### src/rtl/cpu_pkg.sv
// Shared definitions for the Phase-1 control sequencer: opcodes, IR field
// positions, sequencer states and the opcode-to-instruction-class mapping.
package cpu_pkg;

  localparam logic [4:0] OP_ADD  = 5'b00011;
  localparam logic [4:0] OP_SUB  = 5'b00100;
  localparam logic [4:0] OP_SHR  = 5'b00101;
  localparam logic [4:0] OP_SHRA = 5'b00110;
  localparam logic [4:0] OP_SHL  = 5'b00111;
  localparam logic [4:0] OP_ROR  = 5'b01000;
  localparam logic [4:0] OP_ROL  = 5'b01001;
  localparam logic [4:0] OP_AND  = 5'b01010;
  localparam logic [4:0] OP_OR   = 5'b01011;
  localparam logic [4:0] OP_MUL  = 5'b01111;
  localparam logic [4:0] OP_DIV  = 5'b10000;
  localparam logic [4:0] OP_NEG  = 5'b10001;
  localparam logic [4:0] OP_NOT  = 5'b10010;
  localparam logic [4:0] OP_NOP  = 5'b11010;
  localparam logic [4:0] OP_HALT = 5'b11011;

  localparam int IR_OP_LSB = 27;
  localparam int IR_RA_LSB = 23;
  localparam int IR_RB_LSB = 19;
  localparam int IR_RC_LSB = 15;

  typedef enum logic [3:0] {
    S_IDLE, S_T0, S_T1, S_T2, S_T3, S_T4, S_T5, S_T6, S_HALT
  } state_t;

  typedef enum logic [2:0] {
    CLS_ALU3, CLS_MULDIV, CLS_UNARY, CLS_NOP, CLS_HALT, CLS_ILLEGAL
  } instr_class_t;

  function automatic instr_class_t classify(input logic [4:0] op);
    case (op)
      OP_ADD, OP_SUB, OP_SHR, OP_SHRA, OP_SHL,
      OP_ROR, OP_ROL, OP_AND, OP_OR:  return CLS_ALU3;
      OP_MUL, OP_DIV:                 return CLS_MULDIV;
      OP_NEG, OP_NOT:                 return CLS_UNARY;
      OP_NOP:                         return CLS_NOP;
      OP_HALT:                        return CLS_HALT;
      default:                        return CLS_ILLEGAL;
    endcase
  endfunction

endpackage

### src/rtl/reg_sel_decoder.sv
// Register-select decoder: 4-bit register index plus enable to a one-hot
// R0..R15 strobe vector.
module reg_sel_decoder (
  input  logic [3:0]  index,
  input  logic        enable,
  output logic [15:0] onehot
);

  always_comb begin
    onehot = '0;
    if (enable) onehot[index] = 1'b1;
  end

endmodule

### src/rtl/control_unit.sv
// Hardwired fetch/decode/execute sequencer driving the Phase-1 datapath enables.
// Build option: define CU_ILLEGAL_TRAP_EN to halt on an undefined opcode.
//
// state  | meaning
// IDLE   | waiting for run, all enables off
// T0     | PC to MAR, increment PC
// T1     | memory read into MDR, held until mem_ready
// T2     | MDR to IR
// T3..T6 | execute steps, selected by instruction class
// HALT   | stopped, left only by clear
module control_unit
  import cpu_pkg::*;
(
  input  logic        clock,
  input  logic        clear,
  input  logic        run,
  input  logic        mem_ready,
  input  logic [31:0] ir,
  output logic [15:0] reg_in,
  output logic [15:0] reg_out,
  output logic        PCout,
  output logic        incPC,
  output logic        MARin,
  output logic        read,
  output logic        MDRin,
  output logic        MDRout,
  output logic        IRin,
  output logic        Yin,
  output logic        Zin,
  output logic        ZLowOut,
  output logic        ZHighOut,
  output logic        HIin,
  output logic        LOin,
  output logic [4:0]  opcode,
  output logic        instr_done,
  output logic        halted,
  output logic        illegal
);

  state_t       state, state_nxt;
  instr_class_t cls;
  logic [4:0]   op;
  logic [3:0]   ra, rb, rc;
  logic [3:0]   in_sel, out_sel;
  logic         in_en, out_en, done;
  logic         ir_unused;

  assign op        = ir[IR_OP_LSB +: 5];
  assign ra        = ir[IR_RA_LSB +: 4];
  assign rb        = ir[IR_RB_LSB +: 4];
  assign rc        = ir[IR_RC_LSB +: 4];
  assign ir_unused = ^ir[IR_RC_LSB-1:0];
  assign cls       = classify(op);
  assign halted    = (state == S_HALT);

  always_ff @(posedge clock or posedge clear) begin
    if (clear) state <= S_IDLE;
    else       state <= state_nxt;
  end

  always_ff @(posedge clock or posedge clear) begin
    if (clear)                                    illegal <= 1'b0;
    else if (state == S_T3 && cls == CLS_ILLEGAL) illegal <= 1'b1;
  end

  always_comb begin
    state_nxt = state;
    in_en = 1'b0;  in_sel  = ra;
    out_en = 1'b0; out_sel = rb;
    PCout = 1'b0; incPC = 1'b0; MARin = 1'b0; read = 1'b0; MDRin = 1'b0;
    MDRout = 1'b0; IRin = 1'b0; Yin = 1'b0; Zin = 1'b0; ZLowOut = 1'b0;
    ZHighOut = 1'b0; HIin = 1'b0; LOin = 1'b0;
    opcode = OP_NOP;
    done = 1'b0;
    instr_done = 1'b0;
    unique case (state)
      S_IDLE: if (run) state_nxt = S_T0;
      S_T0: begin
        PCout = 1'b1; MARin = 1'b1; incPC = 1'b1;
        state_nxt = S_T1;
      end
      S_T1: begin
        read = 1'b1; MDRin = 1'b1;
        if (mem_ready) state_nxt = S_T2;
      end
      S_T2: begin
        MDRout = 1'b1; IRin = 1'b1;
        state_nxt = S_T3;
      end
      S_T3: begin
        unique case (cls)
          CLS_ALU3, CLS_MULDIV: begin
            out_en = 1'b1; Yin = 1'b1; state_nxt = S_T4;
          end
          CLS_UNARY: begin
            out_en = 1'b1; opcode = op; Zin = 1'b1; state_nxt = S_T4;
          end
          CLS_NOP:  done = 1'b1;
          CLS_HALT: state_nxt = S_HALT;
          default: begin
`ifdef CU_ILLEGAL_TRAP_EN
            state_nxt = S_HALT;
`else
            done = 1'b1;
`endif
          end
        endcase
      end
      S_T4: begin
        if (cls == CLS_ALU3 || cls == CLS_MULDIV) begin
          out_en = 1'b1; out_sel = rc; opcode = op; Zin = 1'b1;
          state_nxt = S_T5;
        end else if (cls == CLS_UNARY) begin
          ZLowOut = 1'b1; in_en = 1'b1; done = 1'b1;
        end else begin
          state_nxt = S_IDLE;
        end
      end
      S_T5: begin
        ZLowOut = 1'b1;
        if (cls == CLS_ALU3) begin
          in_en = 1'b1; done = 1'b1;
        end else begin
          LOin = 1'b1; state_nxt = S_T6;
        end
      end
      S_T6: begin
        ZHighOut = 1'b1; HIin = 1'b1; done = 1'b1;
      end
      S_HALT: state_nxt = S_HALT;
      default: state_nxt = S_IDLE;
    endcase
    // run is only honoured at the end of an instruction
    if (done) begin
      instr_done = 1'b1;
      state_nxt  = run ? S_T0 : S_IDLE;
    end
  end

  reg_sel_decoder u_in_dec  (.index(in_sel),  .enable(in_en),  .onehot(reg_in));
  reg_sel_decoder u_out_dec (.index(out_sel), .enable(out_en), .onehot(reg_out));

endmodule

### config.mk
export PLATFORM = sky130hd
export DESIGN_NAME = control_unit
export DESIGN_NICKNAME = d
export VERILOG_FILES = /design/src/rtl/cpu_pkg.sv /design/src/rtl/reg_sel_decoder.sv /design/src/rtl/control_unit.sv
export SDC_FILE = /design/constraint.sdc
export NUM_CORES = 1
export LEC_CHECK = 0
export ABC_AREA = 1
export CAP_MARGIN = 20
export CORE_MARGIN = 4
export CORE_UTILIZATION = 31
export DETAILED_ROUTE_END_ITERATION = 8
export PLACE_DENSITY_LB_ADDON = 0.15
export SKIP_LAST_GASP = 1
export SLEW_MARGIN = 20
export SYNTH_ARGS = -nofsm -noshare
export SYNTH_HDL_FRONTEND = slang
export SYNTH_SLANG_ARGS = --single-unit
### constraint.sdc
create_clock -name clock -period 4.1 [get_ports clock]
set_clock_uncertainty 0.2 [all_clocks]
set_input_delay 1.23 -clock clock [delete_from_list [all_inputs] [get_ports clock]]
set_output_delay 1.23 -clock clock [all_outputs]
set_load 0.05 [all_outputs]
==> results.txt, run 1 <==
post-CTS setup buffers: 5
top post-synthesis cells by area: nor2_1 (21%), nand2_1 (15%), dfrtp_1 (13%)
CTS sink cnt: 5
row count: 20
port buffer count: 73
Post-Syn Instances: 180
failing step: clock tree synthesis (4_1_cts)
status: aborted with a tool error
Syn Nets: 218
CTS root buffer: clkbuf_4
die height: 64.0 µm
clk buf depth: 2
syn_area_per_cell: 5.39 µm²
Hold-fix buffers, CTS: 0
Synth Register Bits: 5
synthesized area: 971 µm²
YS warnings: 0
TritonCTS Buffers: 3
post-cts sizing count: 57
Final HPWL DP: 4120 µm
# H-tree levels: 1
post-synth top area share: 0.209
Err: [ERROR DPL-0033] detailed placement checks failed during check placement.
Synth cell types: 24
sequential cell area fraction in the yosys report: 0.129
GP Congestion: 0.852
Initial Util: 0.321
# IOs: 89
Die W: 64.0 µm
area leader, netlist: nor2_1
[logic make-up after synthesis]
family                     share of synthesized area
and+or+nand+nor                                0.550
buffers and inverters                          0.166
AOI/OAI and AO/OA                              0.129
DFF                                            0.129
adders and majority gates                     0.0258
[stage by stage]
stage / cells / setup slack (ps) / area [µm²]
after global placement: 318 / -705 / 2710
after floorplan: 180 / -80.3 / 1390
after detailed placement: 318 / -864 / 2710
[cells in the mapped netlist, drive strengths merged]
cell type and n:
o22ai 1, buf 6, nand4 1, o21ai 10, o32ai 1, ha 2, a21oi 6, nor2 56
nand3 13, dfrtp 5, nand2 46, inv 30, o31ai 1, or2 2
==> run 2, diff against run 1 <==
CORE_AREA = 4 4 65 67   (was not set)
CORE_MARGIN = not set   (was 4)
CORE_UTILIZATION = not set   (was 31)
DIE_AREA = 0 0 69 71   (was not set)
==> run 2 against run 1 <==
- the flow now finishes, with violations (setup timing)
- area after synthesis stayed put
- synthesized cell count unchanged
==> results.txt, run 2 <==
Tcrit/Tclk final: 1.08
Pwr Total: 785 µW
Final HPWL DP: 3410 µm (was 4120 µm)
antenna-violating nets left: 0
Synth Register Bits: 5 (unchanged)
CTS root buffer: clkbuf_8 (was clkbuf_4)
Hold-fix buffers, CTS: 0 (unchanged)
Final Hold Vio Count: 0
worst-margin pin slew: 504 ps
clk buf depth: 2 (unchanged)
total track usage: 0.176
count of pins over their slew limit: 0
synthesized area: 971 µm² (unchanged)
dpl ws: -774 ps (was -864 ps)
initial DRC count: 66
Skew-Pair Late Insertion Delay: 230 ps
commonest register cell after synthesis: dfrtp_1 (unchanged)
crit path max fanout: 6
Die W: 69 µm (was 64.0 µm)
die height: 71 µm (was 64.0 µm)
Largest Register: state
CP Class: in2out
1st-pass router iterations: 4
# H-tree levels: 1 (unchanged)
port buffer count: 73 (unchanged)
Routed WL: 4520 µm
Synth top cells by count: nor2_1 (54), nand2_1 (39), inv_1 (24) (unchanged)
TritonCTS Buffers: 3 (unchanged)
PwrDens: 253 mW/mm²
hold depth: 2
# diodes: 0
YS warnings: 0 (unchanged)
WL per Instance: 13.4 µm
global-route wire length before repair: 7330 µm
Max transition margin: 0.663
initial antenna violation count: 0
most frequent cells in the layout: buf_12 (43), nor2_4 (37), nand2_1 (27)
number of flops mapped to enable cells by yosys: 0 (unchanged)
grt total ovfl: 0
Final min period: 4410 ps
fraction of registers with async set/reset: 1.00 (unchanged)
# IOs: 89 (unchanged)
top post-synthesis cells by area: nor2_1 (21%), nand2_1 (15%), dfrtp_1 (13%) (unchanged)
Largest register FFs: 4
Post-Route Utilization: 0.854
Syn Nets: 218 (unchanged)
most common cell in the netlist: nor2_1 (unchanged)
area leader, netlist: nor2_1 (unchanged)
hold path endpoint: illegal
setup ws final: -308 ps
CTS sink cnt: 5 (unchanged)
Die Area: 0.00490 mm²
Required @ worst endpoint: 2670 ps
Initial Util: 0.267 (was 0.321)
Pleak: 0.00121 µW
GP Congestion: 0.845 (was 0.852)
most common cell after layout, fill and taps aside: buf_12
final hold slack: 312 ps
total negative slack: -8750 ps
area grow syn2layout: 220%
final net count: 328
syn_area_per_cell: 5.39 µm² (unchanged)
multi-input logic area: 0.00125 mm²
launch point of the worst reg-to-reg path: state[3]
row count: 22 (was 20)
vias in the first global route: 1631
Setup crit end kind: primary output
VDD IR max: 475 µV
layout cells sized above 1: 0.619
status: finished with violations (was aborted with a tool error)
CP Data Arrival Time: 2980 ps
reg-to-reg slack, setup: 2180 ps
TritonCTS clock tree: done
Reg2Reg Depth: 11
RSZ-0062 raised after global routing: true
Clk pin slew, worst setup/hold paths: 40 ps
CP startpoint kind: input pin
post-synth top area share: 0.209 (unchanged)
DRC viols: 0
sequential cell area fraction in the yosys report: 0.129 (unchanged)
FILL cells: 209
FF/Latch Area: 125 µm²
Vias per Instance: 4.65
vias: 1568
core area: 0.00363 mm²
largest net degree at the start of global routing: 8
Achievable Freq: 0.227 GHz
failing checks: setup timing
leading registers by flop count: state: 4 flops, illegal: 1 flops
Post-Syn Instances: 180 (unchanged)
max-cap violations: 0
worst hold path class: reg2reg
Setup Viol. Count Final: 39
hold path start: illegal
Synth cell types: 24 (unchanged)
Reg-to-Reg End: state[2]
==> run 2: timing repair <==
action,4_1_cts,5_1_grt
pin swaps,34,35
resized for setup,42,32
buffers inserted,8,7
gates cloned,0,0
endpoints found under the hold margin,0,0
setup endpoints to repair,41,39
==> run 2: logic make-up after synthesis <==
kind of cell / Yosys count / share of synthesized area
AO/OA/AOI/OAI: 19 / 0.129
adder cells (fa/ha/maj): 2 / 0.0258
buffers and inverters: 36 / 0.166
flip-flops: 5 / 0.129
AND/OR/NAND/NOR: 118 / 0.550
==> run 2: critical path, cell delays in order <==
cell	delay [ps]
buf_12	110
inv_12	40
ha_4	190
o21ai_2	140
nand3_2	130
nand2_4	110
nor2_4	40
buf_6	140
buf_6	120
o21ai_4	250
buf_12	150
nand2_8	70
nor2_4	100
buf_12	140
==> run 2: routing by layer <==
metal	track usage	up-vias	wire length [µm]
li1	-	774	-
met1	0.190	729	1630
met2	0.341	63	2540
met3	0.0526	2	331
met4	0.0304	0	19
met5	0	-	0
==> run 2: layout make-up <==
type	count	share of cell area
timing repair buffer	111	0.478
clock buffer	4	0.0145
multi-input combinational	139	0.403
tap	48	0.0193
sequential	5	0.0403
inverter	30	0.0443
==> run 2: how the worst max path moves through the flow <==
stage / cells past startpoint / startpoint / slack [ps] / endpoint
2_1_floorplan: 9 / ir[27] / -80 / opcode[1]
3_3_place_gp: 13 / ir[27] / -730 / reg_out[4]
3_5_place_dp: 13 / ir[27] / -770 / reg_out[6]
4_1_cts: 16 / ir[27] / -400 / reg_out[5]
5_1_grt: 14 / ir[27] / -390 / reg_out[12]
6_report: 14 / ir[27] / -310 / reg_out[14]
==> run 2: power by group <==
part	internal [µW]	total, µW	switching (µW)
combinational	230	613	383
clock	66.9	93.6	26.7
sequential	64.5	78.7	14.2
total	362	785	424
==> run 2: metrics by stage <==
step	std cells	instance area (µm²)
final	337	3100
after global routing	337	3100
after CTS	332	2960
after detailed placement	320	2710
after global placement	320	2710
after floorplan	180	1390
Power figures use the tool's default switching activity.
==> run 3, diff against run 2 <==
REMOVE_ABC_BUFFERS = 1   (was not set)
==> run 3 against run 2 <==
- the flow still finishes with violations (setup timing)
- register-to-register slack lost 130 ps
- via count shrank 3.7%
- flip-flop and latch count is the same
- wire length grew 2.6%
- clock-buffer cell count is the same
- sequential share of layout area grew 0.34 points
- sequential power grew 0.5%
- die area is the same
- core utilization shrank 6.6 points
- power shrank 4.6%
- hold slack lost 6.6 ps
==> results.txt, run 3 (same netlist as run 2, synthesis figures left out) <==
Die Area: 0.00490 mm² (unchanged)
final net count: 318 (was 328)
status: finished with violations (unchanged)
Power Internal: 340 µW (was 362 µW)
FILL cells: 235 (was 209)
failing checks: setup timing (unchanged)
# diodes: 0 (unchanged)
Initial Util: 0.267 (unchanged)
Sw Ratio: 0.547 (was 0.540)
most frequent cells in the layout: buf_12 (41), nor2_4 (36), nand2_1 (30) (was buf_12 (43), nor2_4 (37), nand2_1 (27))
Setup crit end kind: primary output (unchanged)
most common cell after layout, fill and taps aside: buf_12 (unchanged)
Max transition margin: 0.651 (was 0.663)
core area: 0.00363 mm² (unchanged)
global-route wire length before repair: 7630 µm (was 7330 µm)
WL per Instance: 14.2 µm (was 13.4 µm)
vias in the first global route: 1547 (was 1631)
antenna-violating nets left: 0 (unchanged)
Clk pin slew, worst setup/hold paths: 30 ps (was 40 ps)
Flop pwr share: 0.106 (was 0.100)
FF/Latch Area: 125 µm² (unchanged)
initial DRC count: 31 (was 66)
Skew-Pair Late Insertion Delay: 220 ps (was 230 ps)
CTS sink cnt: 5 (unchanged)
Vias per Instance: 4.62 (was 4.65)
die height: 71 µm (unchanged)
# H-tree levels: 1 (unchanged)
Die W: 69 µm (unchanged)
count of pins over their slew limit: 0 (unchanged)
layout cells sized above 1: 0.570 (was 0.619)
CP most frequent cell: nor2_4 (was buf_12)
Final Hold Vio Count: 0 (unchanged)
CTS root buffer: clkbuf_8 (unchanged)
leading registers by flop count: state: 4 flops, illegal: 1 flops (unchanged)
setup ws final: -248 ps (was -308 ps)
crit path max fanout: 6 (unchanged)
Final min period: 4350 ps (was 4410 ps)
Required @ worst endpoint: 2670 ps (about the same)
VDD IR max: 182 µV (was 475 µV)
critical-path cell list: buf_8, inv_4, ha_4, o21ai_2, nand3_2, nand2_4, nor2_4, buf_6, o21ai_4, nand3_4, nor2_4, buf_12 (was buf_12, inv_12, ha_4, o21ai_2, nand3_2, nand2_4, nor2_4, buf_6, buf_6, o21ai_4, buf_12, nand2_8, nor2_4, buf_12)
port buffer count: 73 (unchanged)
GP Congestion: 0.788 (was 0.845)
1st-pass router iterations: 4 (unchanged)
area grow syn2layout: 195% (was 220%)
logic gate share of total power: 0.770 (was 0.781)
multi-input logic area: 0.00116 mm² (was 0.00125 mm²)
Pleak: 0.00112 µW (was 0.00121 µW)
Largest register FFs: 4 (unchanged)
largest net degree at the start of global routing: 7 (was 8)
Slowest Stage Delay on Critical Path: 200 ps (was 250 ps)
Achievable Freq: 0.230 GHz (was 0.227 GHz)
RSZ-0062 raised after global routing: true (unchanged)
DRC viols: 0 (unchanged)
Pwr Total: 750 µW (was 785 µW)
Post-Route Utilization: 0.788 (was 0.854)
slowest CP cell: ha_4 (was o21ai_4)
max-cap violations: 0 (unchanged)
TritonCTS Buffers: 3 (unchanged)
vias: 1510 (was 1568)
total negative slack: -6450 ps (was -8750 ps)
NetSw: 410 µW (was 424 µW)
worst-margin pin slew: 521 ps (was 504 ps)
Final HPWL DP: 3200 µm (was 3410 µm)
CP startpoint kind: input pin (unchanged)
final hold slack: 305 ps (was 312 ps)
CP Data Arrival Time: 2920 ps (was 2980 ps)
total track usage: 0.190 (was 0.176)
clk buf depth: 2 (unchanged)
Routed WL: 4640 µm (was 4520 µm)
grt total ovfl: 0 (unchanged)
Hold-fix buffers, CTS: 0 (unchanged)
Tcrit/Tclk final: 1.06 (was 1.08)
reg-to-reg slack, setup: 2050 ps (was 2180 ps)
PwrDens: 262 mW/mm² (was 253 mW/mm²)
initial antenna violation count: 0 (unchanged)
row count: 22 (unchanged)
part of the power in the clock network: 0.124 (was 0.119)
Largest Register: state (unchanged)
Setup Viol. Count Final: 37 (was 39)
worst hold path class: reg2reg (unchanged)
CP Class: in2out (unchanged)
TritonCTS clock tree: done (unchanged)
# IOs: 89 (unchanged)
## run 3: layer usage
| layer | share of wire | track usage | vias up | wire, µm |
|---|---|---|---|---|
| met5 | 0 | 0 | - | 0 |
| met4 | 0.013 | 0.0456 | 0 | 60 |
| met3 | 0.061 | 0.0540 | 6 | 281 |
| met2 | 0.56 | 0.363 | 55 | 2580 |
| met1 | 0.37 | 0.204 | 694 | 1710 |
| li1 | - | - | 755 | - |
## run 3: through the flow
stage	setup slack (ps)	cells	area, µm²
2_1_floorplan	-647	174	922
3_3_place_gp	-747	314	2260
3_5_place_dp	-777	314	2260
4_1_cts	-247	321	2760
5_1_grt	-340	327	2860
6_report	-248	327	2860
## run 3: cell type report
cell class,instances,area share
clock buffers,4,0.0157
inverters,30,0.0428
well taps,48,0.0210
multi-input cells,140,0.404
repair buffers,100,0.473
flip-flops and latches,5,0.0437
## run 3: final timing paths
check                      cells after the start  startpoint    endpoint
max in group asynchronous                      2       clear     illegal
hold / removal                                 2     illegal     illegal
hold reg to reg                                2     illegal     illegal
setup / recovery                              12      ir[27]  reg_out[8]
setup reg to reg                              12    state[3]    state[0]
min in group asynchronous                      2       clear    state[1]
## run 3: worst max-delay path: cells and delay by family
kind / cells / cell delay [ps]
AO/OA/AOI/OAI: 2 / 350
adder cells (fa/ha/maj): 1 / 200
AND/OR/NAND/NOR: 5 / 690
buffers and inverters: 4 / 420
## run 3: power groups by stage
stage,Combinational [µW],Clock (µW),Sequential [µW]
CTS,560,94.7,78.0
detailed placement,509,0,78.6
floorplan,318,0,75.3
global placement,505,0,77.8
global route,615,101,80.9
finish,577,93.2,79.1
## run 3: timing repair
item,in CTS,in global routing
gates resized for setup,124,16
cloned,1,0
pin swaps,23,28
endpoints found under the setup margin,42,38
setup buffers,2,6
==> run 4, diff against run 3 <==
ABC_AREA = not set   (was 1)
ABC_CLOCK_PERIOD_IN_PS = 4100   (was not set)
==> run 4 against run 3 <==
- the run still ends with setup timing left
- fmax fell by 3.2%
- clock-buffer cell count is the same
- combinational power is 25% higher
- wire length is 56% higher
- critical path depth shrank 1
- final area up 12%
- via count up 32%
- die area is the same
==> results.txt, run 4 <==
Hold-fix buffers, CTS: 0 (unchanged)
initial DRC count: 167 (was 31)
VDD IR max: 245 µV (was 182 µV)
fraction of registers with async set/reset: 1.00 (unchanged)
Post-Syn Instances: 168 (was 180)
CP startpoint kind: input pin (unchanged)
status: finished with violations (unchanged)
area grow syn2layout: 178% (was 195%)
Final Hold Vio Count: 0 (unchanged)
sequential cell area fraction in the yosys report: 0.109 (was 0.129)
antenna-violating nets left: 0 (unchanged)
non-filler instance count after layout: 333 (was 327)
Clk pin slew, worst setup/hold paths: 40 ps (was 30 ps)
Tcrit/Tclk final: 1.09 (was 1.06)
Power Internal: 419 µW (was 340 µW)
most frequent cells in the layout: buf_4 (41), buf_12 (40), clkdlybuf4s50_1 (26) (was buf_12 (41), nor2_4 (36), nand2_1 (30))
number of flops mapped to enable cells by yosys: 0 (unchanged)
post-synth top area share: 0.109 (was 0.209)
area leader, netlist: dfrtp_1 (was nor2_1)
TritonCTS Buffers: 3 (unchanged)
commonest register cell after synthesis: dfrtp_1 (unchanged)
Max transition margin: 0.653 (was 0.651)
Synth Register Bits: 5 (unchanged)
dpl cells: 310 (was 314)
YS warnings: 0 (unchanged)
CTS root buffer: clkbuf_8 (unchanged)
NetSw: 521 µW (was 410 µW)
leading registers by flop count: state: 4 flops, illegal: 1 flops (unchanged)
syn_area_per_cell: 6.84 µm² (was 5.39 µm²)
final instance area: 0.00320 mm² (was 0.00286 mm²)
Die W: 69 µm (unchanged)
final net count: 324 (was 318)
Largest register FFs: 4 (unchanged)
core area: 0.00363 mm² (unchanged)
CTS sink cnt: 5 (unchanged)
RSZ-0062 raised after global routing: true (unchanged)
launch point of the worst reg-to-reg path: state[2] (was state[3])
part of the power in the clock network: 0.110 (was 0.124)
failing checks: setup timing (unchanged)
largest net degree at the start of global routing: 12 (was 7)
GP Congestion: 0.869 (was 0.788)
Flop pwr share: 0.125 (was 0.106)
vias: 1998 (was 1510)
Sw Ratio: 0.554 (was 0.547)
PwrDens: 294 mW/mm² (was 262 mW/mm²)
Final min period: 4490 ps (was 4350 ps)
Largest Register: state (unchanged)
most common cell in the netlist: nor2_1 (unchanged)
total track usage: 0.221 (was 0.190)
clk buf depth: 2 (unchanged)
max-cap violations: 0 (unchanged)
crit path max fanout: 3 (was 6)
final hold slack: 257 ps (was 305 ps)
global-route wire length before repair: 8980 µm (was 7630 µm)
total negative slack: -10660 ps (was -6450 ps)
CP Class: in2out (unchanged)
Vias per Instance: 6.00 (was 4.62)
port buffer count: 73 (unchanged)
Achievable Freq: 0.223 GHz (was 0.230 GHz)
layout cells sized above 1: 0.558 (was 0.570)
Final HPWL DP: 3860 µm (was 3200 µm)
Setup crit end kind: primary output (unchanged)
row count: 22 (unchanged)
# IOs: 89 (unchanged)
CP Data Arrival Time: 3060 ps (was 2920 ps)
Routed WL: 7240 µm (was 4640 µm)
vias in the first global route: 1769 (was 1547)
top post-synthesis cells by area: dfrtp_1 (11%), nor2_1 (7.2%), nand2b_1 (7.1%) (was nor2_1 (21%), nand2_1 (15%), dfrtp_1 (13%))
Initial Util: 0.316 (was 0.267)
Skew-Pair Late Insertion Delay: 240 ps (was 220 ps)
TritonCTS clock tree: done (unchanged)
Die Area: 0.00490 mm² (unchanged)
# diodes: 0 (unchanged)
Synth top cells by count: nor2_1 (22), nand2b_1 (13), nand2_1 (10) (was nor2_1 (54), nand2_1 (39), inv_1 (24))
synthesized area: 0.00115 mm² (was 971 µm²)
Synth cell types: 51 (was 24)
hold path start: illegal (unchanged)
worst-margin pin slew: 519 ps (was 521 ps)
worst hold path class: reg2reg (unchanged)
setup ws final: -389 ps (was -248 ps)
grt total ovfl: 0 (unchanged)
Setup Viol. Count Final: 39 (was 37)
Pwr Total: 940 µW (was 750 µW)
DRC viols: 0 (unchanged)
count of pins over their slew limit: 0 (unchanged)
logic gate share of total power: 0.765 (was 0.770)
Required @ worst endpoint: 2670 ps (about the same)
most common cell after layout, fill and taps aside: buf_4 (was buf_12)
Pleak: 0.00123 µW (was 0.00112 µW)
Setup crit start: ir[28] (was ir[27])
# H-tree levels: 1 (unchanged)
Placement Cell Area: 0.00252 mm² (was 0.00226 mm²)
initial antenna violation count: 0 (unchanged)
1st-pass router iterations: 7 (was 4)
WL per Instance: 21.8 µm (was 14.2 µm)
die height: 71 µm (unchanged)
[run 4: cell type report]
cell class | count | area [µm²]
fillers | 154 | 437
repair buffers | 127 | 1590
clock buffers | 4 | 45.0
flip-flops and latches | 5 | 125
multi-input cells | 144 | 1360
well taps | 48 | 60.1
inverters | 5 | 18.8
[run 4: cells by family after synthesis]
kind of cell               Yosys count  synth area share
xor gates and xnor gates             2            0.0153
AOI/OAI and AO/OA                   39             0.256
adders and majority gates            2            0.0218
and+or+nand+nor                    101             0.511
DFF                                  5             0.109
buffers and inverters               19            0.0871
[run 4: layer usage]
| metal | global-route usage | routed length, µm | up-vias |
|---|---|---|---|
| met5 | 0 | 0 | - |
| met4 | 0.0412 | 260 | 0 |
| met3 | 0.0440 | 637 | 34 |
| met2 | 0.416 | 3760 | 165 |
| met1 | 0.259 | 2590 | 949 |
| li1 | - | - | 850 |
[run 4: worst max-delay path: stages]
cell and delay, ps:
buf_8 100, buf_6 110, ha_4 250, and4bb_2 280, o21bai_4 80, buf_6 140, a21oi_4 170, nand3b_1 160
buf_6 170, o22ai_4 190, buf_12 160
[run 4: power groups by stage]
stage                     combinational (µW)  sequential, µW  clock, µW
after floorplan                          347             107          0
after global placement                   587             105          0
after detailed placement                 596             106          0
after CTS                                653             106       97.8
after global routing                     743             118        107
final                                    719             118        103
[run 4: metrics by stage]
step | setup WS [ps] | util
3_3_place_gp | -805 | 0.692
6_report | -389 | 0.880
2_1_floorplan | -1170 | -
5_1_grt | -442 | 0.880
3_5_place_dp | -834 | 0.692
4_1_cts | -364 | 0.815
[run 4: worst paths after layout]
path | slack (ps) | cells after the start | endpoint
worst max-delay path | -390 | 11 | reg_out[11]
worst min-delay path | 260 | 1 | illegal
worst max register to register | 1830 | 5 | state[1]
worst min register to register | 260 | 1 | illegal
max in group asynchronous | 2520 | 2 | state[0]
min in group asynchronous | 1000 | 2 | illegal
[run 4: what timing repair did]
action	4_1_cts	5_1_grt
endpoints found under the setup margin	42	41
pin swaps	21	20
buffers inserted	9	11
gates resized for setup	92	31
